<file path="config.mk">
export PLATFORM = sky130hd
export DESIGN_NAME = fetch_unit
export DESIGN_NICKNAME = d
export VERILOG_FILES = /design/src/rtl/fetch_unit_pkg.sv /design/src/rtl/fetch_skid.sv /design/src/rtl/fetch_unit.sv
export SDC_FILE = /design/constraint.sdc
export NUM_CORES = 1
export LEC_CHECK = 0
export CORE_UTILIZATION = 51
export DETAILED_ROUTE_END_ITERATION = 10
export PLACE_DENSITY = 0.82
export REMOVE_ABC_BUFFERS = 1
export SYNTH_ARGS = -nofsm -noshare
export SYNTH_HDL_FRONTEND = slang
export SYNTH_SLANG_ARGS = --single-unit
</file>
<file path="constraint.sdc">
create_clock -name clk -period 4.3 [get_ports clk]
set_clock_uncertainty 0.1 [all_clocks]
set_input_delay 0.86 -clock clk [delete_from_list [all_inputs] [get_ports clk]]
set_output_delay 0.86 -clock clk [all_outputs]
set_load 0.005 [all_outputs]
</file>
<file path="src/rtl/fetch_unit_pkg.sv">
// Shared fetch/decode definitions: fetch FSM states, reset PC, the buffered
// fetch word and the instruction field slices used by decode.
package fetch_unit_pkg;

  localparam logic [31:0] FETCH_RESET_PC = 32'hbfc0_0000;

  typedef enum logic [1:0] {
    F_IDLE = 2'd0,
    F_REQ  = 2'd1,
    F_WAIT = 2'd2,
    F_FULL = 2'd3
  } fetch_state_e;

  typedef struct packed {
    logic [31:0] pc;
    logic [31:0] instr;
  } fetch_word_t;

  function automatic logic [5:0] instr_opcode(input logic [31:0] instr);
    return instr[31:26];
  endfunction

  function automatic logic [4:0] instr_rs(input logic [31:0] instr);
    return instr[25:21];
  endfunction

  function automatic logic [4:0] instr_rt(input logic [31:0] instr);
    return instr[20:16];
  endfunction

  function automatic logic [4:0] instr_rd(input logic [31:0] instr);
    return instr[15:11];
  endfunction

  function automatic logic [4:0] instr_sa(input logic [31:0] instr);
    return instr[10:6];
  endfunction

  function automatic logic [5:0] instr_funct(input logic [31:0] instr);
    return instr[5:0];
  endfunction

endpackage

</file>
<file path="src/rtl/fetch_skid.sv">
// One-entry buffer holding a fetched word while the output register is busy.
// A load in the same cycle as a pop keeps the entry valid with the new word.
module fetch_skid
  import fetch_unit_pkg::*;
(
  input  logic        clk,
  input  logic        clear,
  input  logic        load,
  input  logic        pop,
  input  fetch_word_t load_word,
  output fetch_word_t word,
  output logic        valid
);

  fetch_word_t word_r;
  logic        valid_r;

  // Entry storage with synchronous clear, load taking priority over pop.
  always_ff @(posedge clk) begin
    if (clear) begin
      word_r  <= fetch_word_t'(64'd0);
      valid_r <= 1'b0;
    end else if (load) begin
      word_r  <= load_word;
      valid_r <= 1'b1;
    end else if (pop) begin
      valid_r <= 1'b0;
    end else begin
      valid_r <= valid_r;
    end
  end

  assign word  = word_r;
  assign valid = valid_r;

endmodule

</file>
<file path="src/rtl/fetch_unit.sv">
// Instruction fetch stage: owns the PC, keeps one word request outstanding,
// buffers returned words against decode stalls and applies delayed redirects.
module fetch_unit
  import fetch_unit_pkg::*;
#(
  parameter logic [31:0] RESET_PC = FETCH_RESET_PC
) (
  input  logic        clk,
  input  logic        reset,
  output logic        ireq_valid,
  output logic [31:0] ireq_addr,
  input  logic        ireq_ready,
  input  logic        iresp_valid,
  input  logic [31:0] iresp_data,
  input  logic        D_stall,
  input  logic        redirect_valid,
  input  logic [31:0] redirect_pc,
  output logic [31:0] D_pc,
  output logic [5:0]  D_icode,
  output logic [5:0]  D_acode,
  output logic [4:0]  D_rs,
  output logic [4:0]  D_rt,
  output logic [4:0]  D_rd,
  output logic [4:0]  D_sa,
  output logic [31:0] f_pc,
  output logic [31:0] pred_pc,
  output logic        f_valid
);

  fetch_state_e state_r, state_nxt_s;
  logic [31:0]  pc_r, pc_nxt_s;
  logic [31:0]  pend_pc_r, pend_pc_nxt_s;
  logic         pend_valid_r, pend_valid_nxt_s;
  logic [31:0]  f_pc_r;
  logic         ir_valid_r, ir_valid_nxt_s;
  logic [31:0]  ir_instr_r, ir_instr_nxt_s;
  logic [31:0]  ir_pc_r, ir_pc_nxt_s;
  logic [31:0]  pred_pc_r;

  logic         consume_s, resp_s, accept_s, ir_free_s;
  logic         ir_from_skid_s, ir_from_resp_s;
  logic         skid_load_s, skid_pop_s, skid_valid_s, skid_valid_nxt_s;
  logic [31:0]  redirect_aligned_s;
  fetch_word_t  resp_word_s, skid_word_s;

  // Handshake decode and routing of returned words between ir and skid.
  always_comb begin
    consume_s          = ir_valid_r & ~D_stall;
    resp_s             = (state_r == F_WAIT) & iresp_valid;
    accept_s           = (state_r == F_REQ) & ireq_ready;
    ir_free_s          = ~ir_valid_r | consume_s;
    ir_from_skid_s     = ir_free_s & skid_valid_s;
    ir_from_resp_s     = ir_free_s & ~skid_valid_s & resp_s;
    skid_pop_s         = ir_from_skid_s;
    skid_load_s        = resp_s & ~ir_from_resp_s;
    skid_valid_nxt_s   = skid_load_s | (skid_valid_s & ~skid_pop_s);
    resp_word_s.pc     = f_pc_r;
    resp_word_s.instr  = iresp_data;
    redirect_aligned_s = redirect_pc & 32'hffff_fffc;
  end

  // Fetch FSM next state: one request outstanding, stop issuing when skid is full.
  always_comb begin
    state_nxt_s = state_r;
    case (state_r)
      F_IDLE: state_nxt_s = F_REQ;
      F_REQ: begin
        if (accept_s) state_nxt_s = F_WAIT;
        else          state_nxt_s = F_REQ;
      end
      F_WAIT: begin
        if (resp_s) state_nxt_s = skid_valid_nxt_s ? F_FULL : F_REQ;
        else        state_nxt_s = F_WAIT;
      end
      F_FULL: begin
        if (!skid_valid_nxt_s) state_nxt_s = F_REQ;
        else                   state_nxt_s = F_FULL;
      end
      default: state_nxt_s = F_IDLE;
    endcase
  end

  // PC and pending redirect: while a request is being offered its address is
  // frozen, so a redirect is parked and applied at acceptance; outside REQ the
  // in-flight word is the delay slot and the target can go straight into pc.
  always_comb begin
    pc_nxt_s         = pc_r;
    pend_pc_nxt_s    = pend_pc_r;
    pend_valid_nxt_s = pend_valid_r;
    if (state_r == F_REQ) begin
      if (accept_s) begin
        pc_nxt_s         = pend_valid_r ? pend_pc_r : (pc_r + 32'd4);
        pend_valid_nxt_s = 1'b0;
      end else begin
        pc_nxt_s = pc_r;
      end
      if (redirect_valid) begin
        pend_pc_nxt_s    = redirect_aligned_s;
        pend_valid_nxt_s = 1'b1;
      end else begin
        pend_pc_nxt_s = pend_pc_r;
      end
    end else begin
      if (redirect_valid) begin
        pc_nxt_s         = redirect_aligned_s;
        pend_valid_nxt_s = 1'b0;
      end else if (pend_valid_r) begin
        pc_nxt_s         = pend_pc_r;
        pend_valid_nxt_s = 1'b0;
      end else begin
        pc_nxt_s = pc_r;
      end
    end
  end

  // Output instruction register; instr is zeroed when empty so decode sees a nop.
  always_comb begin
    ir_valid_nxt_s = ir_valid_r;
    ir_instr_nxt_s = ir_instr_r;
    ir_pc_nxt_s    = ir_pc_r;
    if (ir_from_skid_s) begin
      ir_valid_nxt_s = 1'b1;
      ir_instr_nxt_s = skid_word_s.instr;
      ir_pc_nxt_s    = skid_word_s.pc;
    end else if (ir_from_resp_s) begin
      ir_valid_nxt_s = 1'b1;
      ir_instr_nxt_s = resp_word_s.instr;
      ir_pc_nxt_s    = resp_word_s.pc;
    end else if (consume_s) begin
      ir_valid_nxt_s = 1'b0;
      ir_instr_nxt_s = 32'd0;
    end else begin
      ir_valid_nxt_s = ir_valid_r;
    end
  end

  // State, PC and output registers; reset overrides every other event.
  always_ff @(posedge clk) begin
    if (reset) begin
      state_r      <= F_IDLE;
      pc_r         <= RESET_PC;
      pend_pc_r    <= 32'd0;
      pend_valid_r <= 1'b0;
      f_pc_r       <= RESET_PC;
      ir_valid_r   <= 1'b0;
      ir_instr_r   <= 32'd0;
      ir_pc_r      <= RESET_PC;
      pred_pc_r    <= RESET_PC + 32'd8;
    end else begin
      state_r      <= state_nxt_s;
      pc_r         <= pc_nxt_s;
      pend_pc_r    <= pend_pc_nxt_s;
      pend_valid_r <= pend_valid_nxt_s;
      f_pc_r       <= accept_s ? pc_r : f_pc_r;
      ir_valid_r   <= ir_valid_nxt_s;
      ir_instr_r   <= ir_instr_nxt_s;
      ir_pc_r      <= ir_pc_nxt_s;
      pred_pc_r    <= ir_pc_nxt_s + 32'd8;
    end
  end

  fetch_skid u_skid (
    .clk       (clk),
    .clear     (reset),
    .load      (skid_load_s),
    .pop       (skid_pop_s),
    .load_word (resp_word_s),
    .word      (skid_word_s),
    .valid     (skid_valid_s)
  );

  assign ireq_valid = (state_r == F_REQ);
  assign ireq_addr  = pc_r;
  assign f_valid    = ir_valid_r;
  assign f_pc       = f_pc_r;
  assign pred_pc    = pred_pc_r;
  assign D_pc       = ir_pc_r;
  assign D_icode    = instr_opcode(ir_instr_r);
  assign D_rs       = instr_rs(ir_instr_r);
  assign D_rt       = instr_rt(ir_instr_r);
  assign D_rd       = instr_rd(ir_instr_r);
  assign D_sa       = instr_sa(ir_instr_r);
  assign D_acode    = instr_funct(ir_instr_r);

endmodule

</file>
==> flow_summary_export.csv, run 1 <==
group,metric,value,unit
critical_path,crit_slowest_cell,"clkdlybuf4s50_1",
yosys,yosysTopAreaCell,"dfxtp_1",
die,ios,232,
critical_path,cp.required,4.60,ns
job,drv_cap,0,
critical_path,timing.rr.end,"pred_pc[22]$_SDFF_PP1_",
timing,rsz0062_at_grt,"no",
die,die-height,148,um
global_route,grt_usage,27.7,%
yosys,synthFlopType,"dfxtp_1",
yosys,synth_cells,1348,
global_route,grt_max_degree,95,
yosys,mappedNetlistArea,10800,um2
die,dieArea,21800,um2
hold_path,hold_class,"reg -> reg",
cts,clkLatencyLatePin,0.53,ns
global_route,gr-total-overflow,0,
power_and_ir_drop,vdd_drop_max,0.284,mV
critical_path,ff2ff_setup_slack,0.90,ns
final_layout,nets,1605,
placed_design,gp_congestion,0.908,
critical_path,worstPathArrival,3.98,ns
yosys,ys_seq_area_share,46.0,%
yosys,ys_ff_latch,249,
cts,cts_root_buffer,"clkbuf_16",
critical_path,cp_num_cells,9,
timing,fin_crit_sh,85.6,%
hold_path,holdPathStages,2,
outcome,status,"complete, no violations",
final_layout,antennaDiodeCount,0,
placed_design,post-dp-hpwl,21400,um
critical_path,reg2reg_from,"f_valid$_SDFFE_PP0P_",
critical_path,critPathBufInv,2,
cts,cts_setup_buffers,0,
power_and_ir_drop,powerDensity,388,nW/um2
timing,hold_ws,0.355,ns
timing,period_needed,3.68,ns
timing,worst_pin_slew,1.10,ns
die,start_util,52.7,%
cts,cts_buffers,26,
route,drtAntennaViolNets,0,
route,drt_iter0_drc,1218,
power_and_ir_drop,power,5.50,mW
hold_path,hold_path.startpoint,"pend_pc_r[17]$_SDFFE_PP0P_",
global_route,grt_pass1_vias,9530,
cts,cts_sinks,249,
final_layout,design_area,14200,um2
critical_path,start_kind,"input port",
route,drt_wl_total,31700,um
timing,drv_slew,0,
cts,clk_pin_slew_worst_paths,0.06,ns
yosys,syn_area_per_cell,8.04,um2
timing,setup_tns,0,ns
yosys,async_reset_ff_share,0,%
placed_design,placed_area,13300,um2
route,post_drt_wl_per_cell,17.4,um
timing,fmax,0.272,GHz
critical_path,path_delay_family,"simple AND/OR/NAND/NOR gates",
cts,h-tree-depth,1,
placed_design,port_buffers,225,
cts,clockBufferDepth,3,
critical_path,cp_max_fo,12,
global_route,grt_pass1_wl,49400,um
critical_path,path_cells,"clkdlybuf4s50_1 -> and2_2 -> buf_4 -> nor4_1 -> or3_1 -> nor4_1 -> nand3b_1 -> nor4_1 -> mux2_1",
final_layout,area_growth,30.9,%
critical_path,worstRegToRegCells,8,
die,die_x,148,um
power_and_ir_drop,p_leak,5.07,nW
die,row_count,52,
yosys,synth.area.top_cells,"dfxtp_1, nand2_1, a21oi_1, nor2_1, a222oi_1",
timing,slew_headroom,26.3,%
cts,cts_tree,"built",
critical_path,critPathKind,"in -> reg",
die,coreArea,20600,um2
final_layout,drive_gt1_share,8.24,%
route,viasPerCell,5.90,
timing,hold_viol_final,0,
yosys,yosysUniqueCellTypes,62,
cts,cts_resized,0,
yosys,yosysWarnings,0,
critical_path,cp_slowest_stage_delay,0.55,ns
cts,ctsHoldBuffers,0,
yosys,synth_top_area_share,46.0,%
critical_path,worstSetupEndpointType,"register",
yosys,synth_edf_count,0,
critical_path,path_common_cell,"nor4_1",
route,drc_errors,0,
global_route,grt_antenna_before_repair,0,
route,dr.pass1.iters,9,
timing,setup_viol,0,
hold_path,whs_endpoint,"pend_pc_r[17]$_SDFFE_PP0P_",
route,num_vias,10764,
-- worst min-delay path, stage by stage, from the launching register on --
cell	delay (ns)
dfxtp_1	0.31
nand2_1	0.05
a21oi_1	0.05
-- metal layers --
layer	global-route usage [%]	vias up	routed length, um	share of wire (%)
met3	3.24	88	2310	7.3
met5	0	-	0	0
met1	37.7	5047	13400	42
met2	44.4	523	14900	47
met4	11.6	0	1120	3.5
li1	-	5106	-	-
-- metrics by stage --
step                util (%)  worst slack, ns  instances
CTS                     69.0            0.658       1823
detailed placement      64.5            0.140       1775
global placement        64.5            0.236       1775
global route            69.0            0.388       1823
floorplan                  -           0.0553       1239
finish                  69.0            0.618       1823
-- power by group --
| part | internal, mW | switching [mW] |
|---|---|---|
| clock network | 1.46 | 0.904 |
| logic | 0.312 | 0.335 |
| registers | 2.39 | 0.103 |
| total | 4.16 | 1.34 |
-- kinds of logic (layout without fill, tap and decap cells) --
family,after synthesis,in the layout,share of synthesized area [%]
and+or+nand+nor,611,611,26.1
AOI/OAI and AO/OA,322,322,18.6
DFF,249,249,46.0
buffers and inverters,123,325,5.42
muxes,22,22,2.15
xor gates and xnor gates,18,18,1.45
adders and majority gates,2,2,0.231
other,1,4,0.0346
-- cells in the final DEF, fill, tap and decap left out, types with 5 or more instances in the layout --
cell	netlist	layout
and3_1	5	5
a222oi_1	32	32
buf_4	14	40
o21ai_0	37	37
o31ai_1	6	5
nand4_1	6	6
clkinv_2	0	6
or3_1	20	20
nor4_1	43	43
nand2_1	291	291
mux2i_1	12	12
nor3_1	27	27
nor3_2	9	9
nor2_1	143	140
a211oi_1	13	13
mux2_1	6	6
a21oi_1	156	156
o221ai_1	6	6
xnor2_1	14	14
o2bb2ai_1	25	25
inv_1	11	11
clkbuf_8	0	8
nand3_1	25	25
clkdlybuf4s50_1	0	224
or2_2	8	8
clkbuf_16	0	27
dfxtp_1	249	248
a31oi_1	7	7
o22ai_1	21	21
nand2b_1	6	6
-- cell type report --
class / instances / area [um2]
repair buffers: 266 / 2570
flip-flops and latches: 249 / 4990
well taps: 270 / 338
multi-input cells: 979 / 5320
clock inverters: 9 / 120
clock buffers: 39 / 801
inverters: 11 / 41.3
fillers: 1674 / 6380
-- sequential cells by signal (all words and copies together) (netlist names) --
register / cells
state_r: 2
u_skid.word: 62
f_valid: 1
pend_valid_r: 1
ireq_addr: 30
ir_instr_r: 32
f_pc: 30
pend_pc_r: 30
pred_pc: 29
D_pc: 31
u_skid.valid: 1
-- worst max-delay path by stage --
| stage | from | endpoint | slack [ns] |
|---|---|---|---|
| after floorplan | u_skid.valid$_SDFFE_PP0P_ | pred_pc[28]$_SDFF_PP1_ | 0.06 |
| after global placement | D_stall | pred_pc[31]$_SDFF_PP1_ | 0.24 |
| after detailed placement | D_stall | pred_pc[22]$_SDFF_PP1_ | 0.14 |
| after CTS | D_stall | pred_pc[22]$_SDFF_PP1_ | 0.66 |
| after global routing | D_stall | pred_pc[22]$_SDFF_PP1_ | 0.39 |
| final | D_stall | pred_pc[22]$_SDFF_PP1_ | 0.62 |
-- Yosys cell counts (12+ instances only) --
master and count:
nor4_1 43, xnor2_1 14, nand3_1 25, o21ai_0 37
o22ai_1 21, or3_1 20, buf_4 14, o2bb2ai_1 25
nor2_1 143, mux2i_1 12, a222oi_1 32, dfxtp_1 249
a21oi_1 156, a211oi_1 13, nor3_1 27, clkbuf_1 82
nand2_1 291
(Power assumes the default switching activity.)
==> inputs of run 2 (changes only) <==
--- a/config.mk
+++ b/config.mk
@@ -5,9 +5,11 @@
 export SDC_FILE = /design/constraint.sdc
 export NUM_CORES = 1
 export LEC_CHECK = 0
-export CORE_UTILIZATION = 51
+export CAP_MARGIN = 10
+export CORE_UTILIZATION = 62
 export DETAILED_ROUTE_END_ITERATION = 10
-export PLACE_DENSITY = 0.82
+export DONT_BUFFER_PORTS = 1
+export PLACE_DENSITY = 0.8
 export REMOVE_ABC_BUFFERS = 1
 export SYNTH_ARGS = -nofsm -noshare
 export SYNTH_HDL_FRONTEND = slang
==> constraint.sdc (replaced) <==
create_clock -name clk -period 4.4 [get_ports clk]
set_clock_uncertainty 0.1 [all_clocks]
set_input_delay 0.88 -clock clk [delete_from_list [all_inputs] [get_ports clk]]
set_output_delay 0.88 -clock clk [all_outputs]
set_load 0.005 [all_outputs]
==> run 2 against run 1 <==
Effect of this change: final cell count fell by 16%; clock power fell by 8%; critical path depth fell by 1; total power fell by 9.0%; sequential power fell by 2%; via count fell by 11%; critical path type is now reg -> reg; largest cell class unchanged.
==> flow_summary_export.csv, run 2 (synthesized netlist as in run 1, its figures left out) <==
group,metric,value,unit
global_route,grt_max_degree,219,
die,start_util,64.4,%
final_layout,layout_commonest_cell,"nand2_1",
die,row_count,47,
critical_path,worstRegToRegCells,8,
critical_path,reg2reg_from,"f_valid$_SDFFE_PP0P_",
final_layout,largest_reg_flops,62,
route,viasPerCell,6.28,
job,drv_cap,0,
hold_path,holdPathStages,1,
timing,drv_slew,0,
timing,fmax,0.284,GHz
route,wl_met3,2610,um
placed_design,gp_congestion,0.898,
timing,rsz0062_at_grt,"no",
critical_path,critPathBufInv,0,
critical_path,path_common_cell,"nor3_2",
route,drtAntennaViolNets,0,
critical_path,crit_slowest_cell,"or4b_1",
cts,clk_pin_slew_worst_paths,0.06,ns
timing,worst_pin_slew,1.24,ns
placed_design,post-dp-hpwl,18500,um
timing,period_needed,3.53,ns
route,met1_length,12200,um
route,drc_errors,0,
timing,slew_headroom,16.6,%
die,die-height,134,um
route,dr.pass1.iters,6,
critical_path,path_cells,"a21bo_2 -> nor2_1 -> nor3_2 -> ha_1 -> nand4b_4 -> or4b_1 -> nor3_2 -> mux2_1",
cts,clockBufferDepth,3,
cts,ctsHoldBuffers,0,
final_layout,finish.utilization,69.6,%
timing,fin_crit_sh,80.1,%
cts,cts_buffers,26,
route,drt_iter0_drc,1007,
die,ios,232,
critical_path,path_delay_family,"simple AND/OR/NAND/NOR gates",
critical_path,worstSetupEndpointType,"register",
global_route,grt_usage,30.9,%
timing,setup_viol,0,
route,drt_wl_total,28900,um
cts,clkLatencyLatePin,0.52,ns
critical_path,cp.required,4.71,ns
final_layout,fillCellCount,1389,
placed_design,port_buffers,0,
cts,cts_root_buffer,"clkbuf_16",
timing,setup_tns,0,ns
power_and_ir_drop,powerDensity,428,nW/um2
route,num_vias,9603,
route,routed.top_layer,"met4",
timing,hold_viol_final,0,
critical_path,worstPathArrival,3.83,ns
critical_path,cp_max_fo,18,
cts,cts_tree,"built",
route,met2_length,13200,um
cts,cts_resized,0,
hold_path,hold_path.startpoint,"reset",
power_and_ir_drop,p_leak,4.12,nW
final_layout,layout_common_cells,"nand2_1, dfxtp_1, a21oi_1",
global_route,gr-total-overflow,0,
final_layout,antennaDiodeCount,0,
die,coreArea,16800,um2
cts,cts_setup_buffers,0,
global_route,grt_antenna_before_repair,0,
global_route,grt_pass1_vias,8710,
critical_path,start_kind,"register",
critical_path,cp_slowest_stage_delay,0.71,ns
route,post_drt_wl_per_cell,18.9,um
critical_path,timing.rr.end,"pred_pc[31]$_SDFF_PP1_",
die,dieArea,18000,um2
power_and_ir_drop,vdd_drop_max,0.347,mV
outcome,status,"complete, no violations",
die,die_x,134,um
global_route,grt_pass1_wl,45700,um
final_layout,area_growth,8.07,%
cts,h-tree-depth,1,
critical_path,critPathKind,"reg -> reg",
hold_path,whs_endpoint,"ireq_addr[5]$_SDFFE_PP0P_",
final_layout,drive_gt1_share,8.33,%
cts,cts_sinks,249,
hold_path,hold_class,"in -> reg",
critical_path,ff2ff_setup_slack,0.87,ns
final_layout,nets,1365,
## run 2: changes by cell type in the layout (fill, tap and decap cells not counted), sizes merged
cell           delta
bufinv            -2
clkinv            -3
clkinvlp          +1
buf              -16
clkdlybuf4s50   -224
## run 2: worst max path at each step
stage / startpoint / end / slack, ns / cells past startpoint
after floorplan: u_skid.valid$_SDFFE_PP0P_ / pred_pc[28]$_SDFF_PP1_ / 0.16 / 7
after global placement: D_stall / pred_pc[31]$_SDFF_PP1_ / 0.73 / 8
after detailed placement: D_stall / pred_pc[31]$_SDFF_PP1_ / 0.70 / 8
after CTS: f_valid$_SDFFE_PP0P_ / pred_pc[31]$_SDFF_PP1_ / 0.90 / 8
after global routing: f_valid$_SDFFE_PP0P_ / pred_pc[23]$_SDFF_PP1_ / 0.70 / 8
final: f_valid$_SDFFE_PP0P_ / pred_pc[31]$_SDFF_PP1_ / 0.87 / 8
## run 2: report_power, final
part | leakage (nW) | internal [mW] | switching (mW)
Sequential | 2.02 | 2.33 | 0.119
Clock | 0.421 | 1.30 | 0.871
Combinational | 1.68 | 0.149 | 0.234
## run 2: final cells by class
type / count / area, um2 / share of cell area [%]
clock buffer: 39 / 801 / 6.84
inverter: 11 / 41.3 / 0.353
clock inverter: 5 / 52.6 / 0.449
multi-input combinational: 979 / 5330 / 45.5
tap: 220 / 275 / 2.35
sequential: 249 / 4990 / 42.6
timing repair buffer: 26 / 228 / 1.94
## run 2: routing by layer
metal,track usage (%),up-vias
met1,42.7,4409
met4,10.8,0
li1,-,4640
met3,6.69,72
met5,0,-
met2,47.8,482
## run 2: per-stage QoR
stage          cell area, um2  setup slack [ns]  instances  power (mW)  hold WS [ns]
6_report                11700             0.874       1529        5.01         0.335
5_1_grt                 11700             0.702       1529        5.18         0.326
2_1_floorplan           10300             0.155       1239        2.74         0.330
3_3_place_gp            10800             0.735       1484        2.86         0.336
4_1_cts                 11700             0.896       1528        5.02         0.325
3_5_place_dp            10800             0.699       1484        2.87         0.341
